**config.mk**
```make
export PLATFORM = sky130hd
export DESIGN_NAME = alu_issue_ctrl
export DESIGN_NICKNAME = d
export VERILOG_FILES = /design/src/rtl/alu_issue_ctrl.sv
export SDC_FILE = /design/constraint.sdc
export NUM_CORES = 1
export LEC_CHECK = 0
export CORE_UTILIZATION = 55
export CTS_CLUSTER_SIZE = 10
export DETAILED_ROUTE_END_ITERATION = 6
export DONT_BUFFER_PORTS = 1
export GPL_ROUTABILITY_DRIVEN = 0
export GPL_TIMING_DRIVEN = 1
export HOLD_SLACK_MARGIN = 0.06
export PLACE_DENSITY = 0.7
export SYNTH_ARGS = -nofsm -noshare
export SYNTH_HDL_FRONTEND = slang
export SYNTH_SLANG_ARGS = --single-unit
```
**constraint.sdc**
```tcl
create_clock -name clk -period 3.9 [get_ports clk]
set_input_delay 0.39 -clock clk [delete_from_list [all_inputs] [get_ports clk]]
set_output_delay 0.39 -clock clk [all_outputs]
set_load 0.02 [all_outputs]
```
**src/rtl/alu_issue_ctrl.sv**
```systemverilog
// Sequential issue controller for a combinational ALU: registers the operand
// drive, waits one settle cycle, captures the result and returns it over valid/ready.
`ifndef ALU_FLAG_COUNT
`define ALU_FLAG_COUNT 4
`endif
`ifndef ALU_FLAG_ZERO
`define ALU_FLAG_ZERO 0
`endif
`ifndef ALU_FLAG_CARRY
`define ALU_FLAG_CARRY 1
`endif
`ifndef ALU_FLAG_OVERFLOW
`define ALU_FLAG_OVERFLOW 2
`endif
`ifndef ALU_FLAG_NEGATIVE
`define ALU_FLAG_NEGATIVE 3
`endif
`ifndef ALU_ADD
`define ALU_ADD 8'h01
`endif
`ifndef ALU_SUB
`define ALU_SUB 8'h02
`endif
`ifndef ALU_AND
`define ALU_AND 8'h03
`endif
`ifndef ALU_OR
`define ALU_OR 8'h04
`endif
`ifndef ALU_XOR
`define ALU_XOR 8'h05
`endif

// Handshakes: a transfer happens on a rising edge where valid & ready are both
// high; valid holds and its payload stays stable until that edge.
module alu_issue_ctrl #(
    parameter int BUS_SIZE   = 32,
    parameter int FLAG_COUNT = `ALU_FLAG_COUNT,
    parameter int OP_WIDTH   = 8
) (
    input  logic                  clk,
    input  logic                  rst_n,
    input  logic                  cmd_valid,
    output logic                  cmd_ready,
    input  logic [OP_WIDTH-1:0]   cmd_op,
    input  logic [BUS_SIZE-1:0]   cmd_a,
    input  logic [BUS_SIZE-1:0]   cmd_b,
    input  logic                  cmd_chain,
    input  logic                  cmd_use_carry,
    output logic [OP_WIDTH-1:0]   alu_op,
    output logic [BUS_SIZE-1:0]   alu_p1,
    output logic [BUS_SIZE-1:0]   alu_p2,
    output logic                  alu_cin,
    input  logic [BUS_SIZE-1:0]   alu_result,
    input  logic [FLAG_COUNT-1:0] alu_flags,
    output logic                  rsp_valid,
    input  logic                  rsp_ready,
    output logic [BUS_SIZE-1:0]   rsp_result,
    output logic [FLAG_COUNT-1:0] rsp_flags,
    output logic [FLAG_COUNT-1:0] sticky_flags,
    input  logic                  sticky_clr,
    output logic                  busy
);

    typedef enum logic [1:0] {IDLE, EXEC, CAPT, RESP} state_t;

    state_t              state;
    logic [BUS_SIZE-1:0] last_result;
    logic                last_carry;

    assign cmd_ready = (state == IDLE);

    always_ff @(posedge clk or negedge rst_n) begin
        if (!rst_n) begin
            state        <= IDLE;
            alu_op       <= '0;
            alu_p1       <= '0;
            alu_p2       <= '0;
            alu_cin      <= 1'b0;
            rsp_valid    <= 1'b0;
            rsp_result   <= '0;
            rsp_flags    <= '0;
            sticky_flags <= '0;
            last_result  <= '0;
            last_carry   <= 1'b0;
            busy         <= 1'b0;
        end else begin
            // A clear coinciding with a capture keeps the freshly captured flags.
            if (sticky_clr) begin
                sticky_flags <= (state == CAPT) ? alu_flags : '0;
            end else if (state == CAPT) begin
                sticky_flags <= sticky_flags | alu_flags;
            end

            case (state)
                IDLE: begin
                    if (cmd_valid) begin
                        alu_op  <= cmd_op;
                        alu_p1  <= cmd_chain ? last_result : cmd_a;
                        alu_p2  <= cmd_b;
                        alu_cin <= cmd_use_carry ? last_carry : 1'b0;
                        busy    <= 1'b1;
                        state   <= EXEC;
                    end
                end
                EXEC: state <= CAPT;
                CAPT: begin
                    rsp_result  <= alu_result;
                    rsp_flags   <= alu_flags;
                    last_result <= alu_result;
                    last_carry  <= alu_flags[`ALU_FLAG_CARRY];
                    rsp_valid   <= 1'b1;
                    state       <= RESP;
                end
                RESP: begin
                    if (rsp_ready) begin
                        rsp_valid <= 1'b0;
                        busy      <= 1'b0;
                        state     <= IDLE;
                    end
                end
                default: state <= IDLE;
            endcase
        end
    end

endmodule
```
==> results by group <==
Yosys
  – Post-synthesis mux area share: between 20% and 30%
  – Post-Synth Adder-Cell Area: 1.27%
  – Synth Area in Simple Gates: under 10%
  – Xor and xnor fraction of the mapped netlist area: 0%
  – Register area share after synthesis: approximately three fifths
  – Syn. warnings: 0
  – Syn nets: between 400 and 500
  – Post-Syn Area per Cell: roughly 14 um^2
  – Synth Instances: 345
  – Yosys cell types: 19
  – Largest family of logic cells by synthesized area: multiplexers
  – Synth Cell Area: ~4900 um^2
  – Seq cells post-synth: 117
  – Compound-Gate Fraction of Synth Area: 4.50%

Detailed routing
  – Number of remaining DRC errors: 0
  – DRT iter0 DRCs: 80
  – Via count: ~3000
  – Avg WL per Cell: 20.4 um
  – Detail Route Antenna Nets: 0
  – Router iterations before antenna repair: 6
  – Post-Route WL: ~11000 um
  – DR vias/cell: between 5 and 6

STA
  – Max Slew Vio Count: 0
  – Max-slew headroom: between 30% and 40%
  – TNS Setup: 0 ns
  – Final setup violation count: 0
  – Clk_skew: approximately 0.0063 ns
  – Hold Slack: around 0.078 ns
  – RSZ-0062 raised after global routing: false
  – Fin worst setup slack: between 1 and 1.5 ns
  – Tmin final: approximately 2.6 ns
  – Final Hold Fails: 0
  – Max Fclk: roughly 390 MHz
  – Slew at the pin with the worst max-slew slack: about 1.0 ns
  – Period utilization: approximately two thirds

Clocking
  – Reg clk slew, reported paths: roughly 0.060 ns
  – CTS buffer count: 17
  – Clock latency on the worst-skew pair: between 0.5 and 0.6 ns
  – Post-CTS Setup Inserts: 0
  – Clock root cell: clkbuf_8
  – H-tree depth: 4
  – Clock Path Buffers: 2
  – CTS Sinks: around 120
  – CTS tree: built

Setup path
  – Crit-path slowest cell: ha_2
  – CP peak stage delay: just under 0.9 ns
  – Crit path DAT: about 3.0 ns
  – CP Max Fanout: 40
  – WP buf/inv: 2
  – Setup CP Type: reg2reg
  – Critical Path Start: state[0]
  – CP required: 4.34 ns
  – Dominant delay contributor by cell family on the critical path: adder cells
  – Worst setup SP type: register
  – R2r startpoint: state[0]
  – Crit-path cells: inv_1, ha_2, mux2_2, nand2_1, o21ai_0, dlygate4sd3_1
  – Critical path capture point type: register

Global routing
  – Global-route wire length before repair: around 16000 um
  – Total grt overflow: 0
  – Vias in the first global route: between 3000 and 4000
  – GRT Resource Usage Total: between 20% and 30%
  – Largest net degree at the start of global routing: approximately 120
  – Initial antenna violation count: 0

Outcome
  – Status: finished, final reports clean

Floorplanning
  – Std-Cell Rows: 34
  – Die H: roughly 97 um
  – Die width: 96.6 um
  – Starting Density: roughly 57%
  – Core area: slightly below 9000 um^2
  – Ports: 231
  – Die area: a little over 9000 um^2

Power and ir drop
  – Switching component of the power: between 2 and 2.5 mW
  – Cell Pwr Density: between 900 and 1000 nW/um^2
  – Sequential Power Share: roughly half
  – Clock power share: a little over a quarter
  – Sw Share: 39.6%
  – Static Leak: roughly 3 nW
  – Worst vdd ir: around 0.57 mV
  – Overall power: roughly 6 mW
  – Int Pwr: ~3.6 mW
  – Combinational power share: between 20% and 30%

Placed design
  – Detail Placement HPWL: ~6600 um
  – IO Port Bufs: 0
  – Placed inst area: just under 5000 um^2
  – Cells after DPL: between 400 and 500
  – Place WS: 1.64 ns

Cells and area
  – Antenna cells: 0
  – Final instance area: around 6400 um^2
  – Non-filler instance count after layout: 551
  – Most frequent cells in the layout: dfrtp_1 (117), dlygate4sd3_1 (83), mux2_2 (43)
  – Post-layout net count: between 500 and 600
  – Area grow syn2layout: 29.6%
  – Most common cell after layout, fill and taps aside: dfrtp_1
  – Post-Route Utilization: about 73%
  – Share of layout cells above drive strength 1: a little over a quarter

Hold path
  – Worst Hold Launch: cmd_a[11]
  – Hold crit path type: in2reg

Run
  – Max_cap viols: 0
==> state kept, by name (all words and copies together) (netlist names) <==
register	count
rsp_flags	4
alu_op	8
alu_p2	32
rsp_valid	1
last_result	32
state	2
sticky_flags	4
alu_cin	1
busy	1
alu_p1	32
==> area by class of cell <==
| type | instances | area (um^2) |
|---|---|---|
| Sequential cell | 117 | 2930 |
| Fill cell | 549 | 2310 |
| Multi-Input combinational cell | 202 | 1810 |
| Timing Repair Buffer | 86 | 873 |
| Clock buffer | 18 | 428 |
| Clock inverter | 14 | 175 |
| Tap cell | 108 | 135 |
| Inverter | 6 | 22.5 |
==> cell families after synthesis <==
kind of cell | count (synthesis)
flip-flops | 117
multiplexers | 112
AO/OA/AOI/OAI | 43
AND/OR/NAND/NOR | 42
buffers and inverters | 26
adder cells (fa/ha/maj) | 5
==> worst paths after layout <==
| path | to | slack (ns) | cells after the start |
|---|---|---|---|
| worst max-delay path | sticky_flags[2] | 1.32 | 6 |
| worst min-delay path | alu_p1[11] | 0.08 | 2 |
| worst max register to register | sticky_flags[2] | 1.32 | 6 |
| worst min register to register | state[1] | 0.62 | 1 |
| max in group asynchronous | alu_p1[14] | 2.94 | 2 |
| min in group asynchronous | alu_p2[26] | 0.54 | 2 |
==> Yosys cell counts <==
cell	number	area, um^2
ha_1	5	62.6
inv_1	6	22.5
mux2i_1	33	330
nand2_2	1	6.26
o21ai_0	30	150
a21oi_1	3	15.0
nand2_1	36	135
o22ai_1	2	12.5
buf_2	5	25.0
o21ai_1	7	35.0
mux2_2	43	484
buf_6	9	101
a22o_1	1	8.76
buf_4	4	30.0
nor2_1	2	7.51
mux2_4	36	541
clkbuf_1	2	7.51
nand3_1	3	15.0
dfrtp_1	117	2930
==> power by group through the flow <==
| stage | clock network, mW | registers, mW | logic (mW) |
|---|---|---|---|
| 2_1_floorplan | 0 | 2.89 | 1.17 |
| 3_3_place_gp | 0 | 3.06 | 1.21 |
| 3_5_place_dp | 0 | 3.08 | 1.28 |
| 4_1_cts | 1.59 | 3.06 | 1.39 |
| 5_1_grt | 1.64 | 3.15 | 1.53 |
| 6_report | 1.57 | 3.07 | 1.39 |
==> per-layer routing <==
layer / vias up / wire (um) / GRT usage [%]
met4: 0 / 127 / 7.60
met5: - / 0 / 0
met2: 141 / 5700 / 39.3
met1: 1502 / 4440 / 28.0
met3: 11 / 951 / 9.62
li1: 1374 / - / -
==> timing repair <==
| item | CTS | global route |
|---|---|---|
| resized for setup | 0 | 0 |
| hold buffers | 84 | 0 |
| endpoints found under the hold margin | 201 | 0 |
Power figures use the tool's default switching activity.
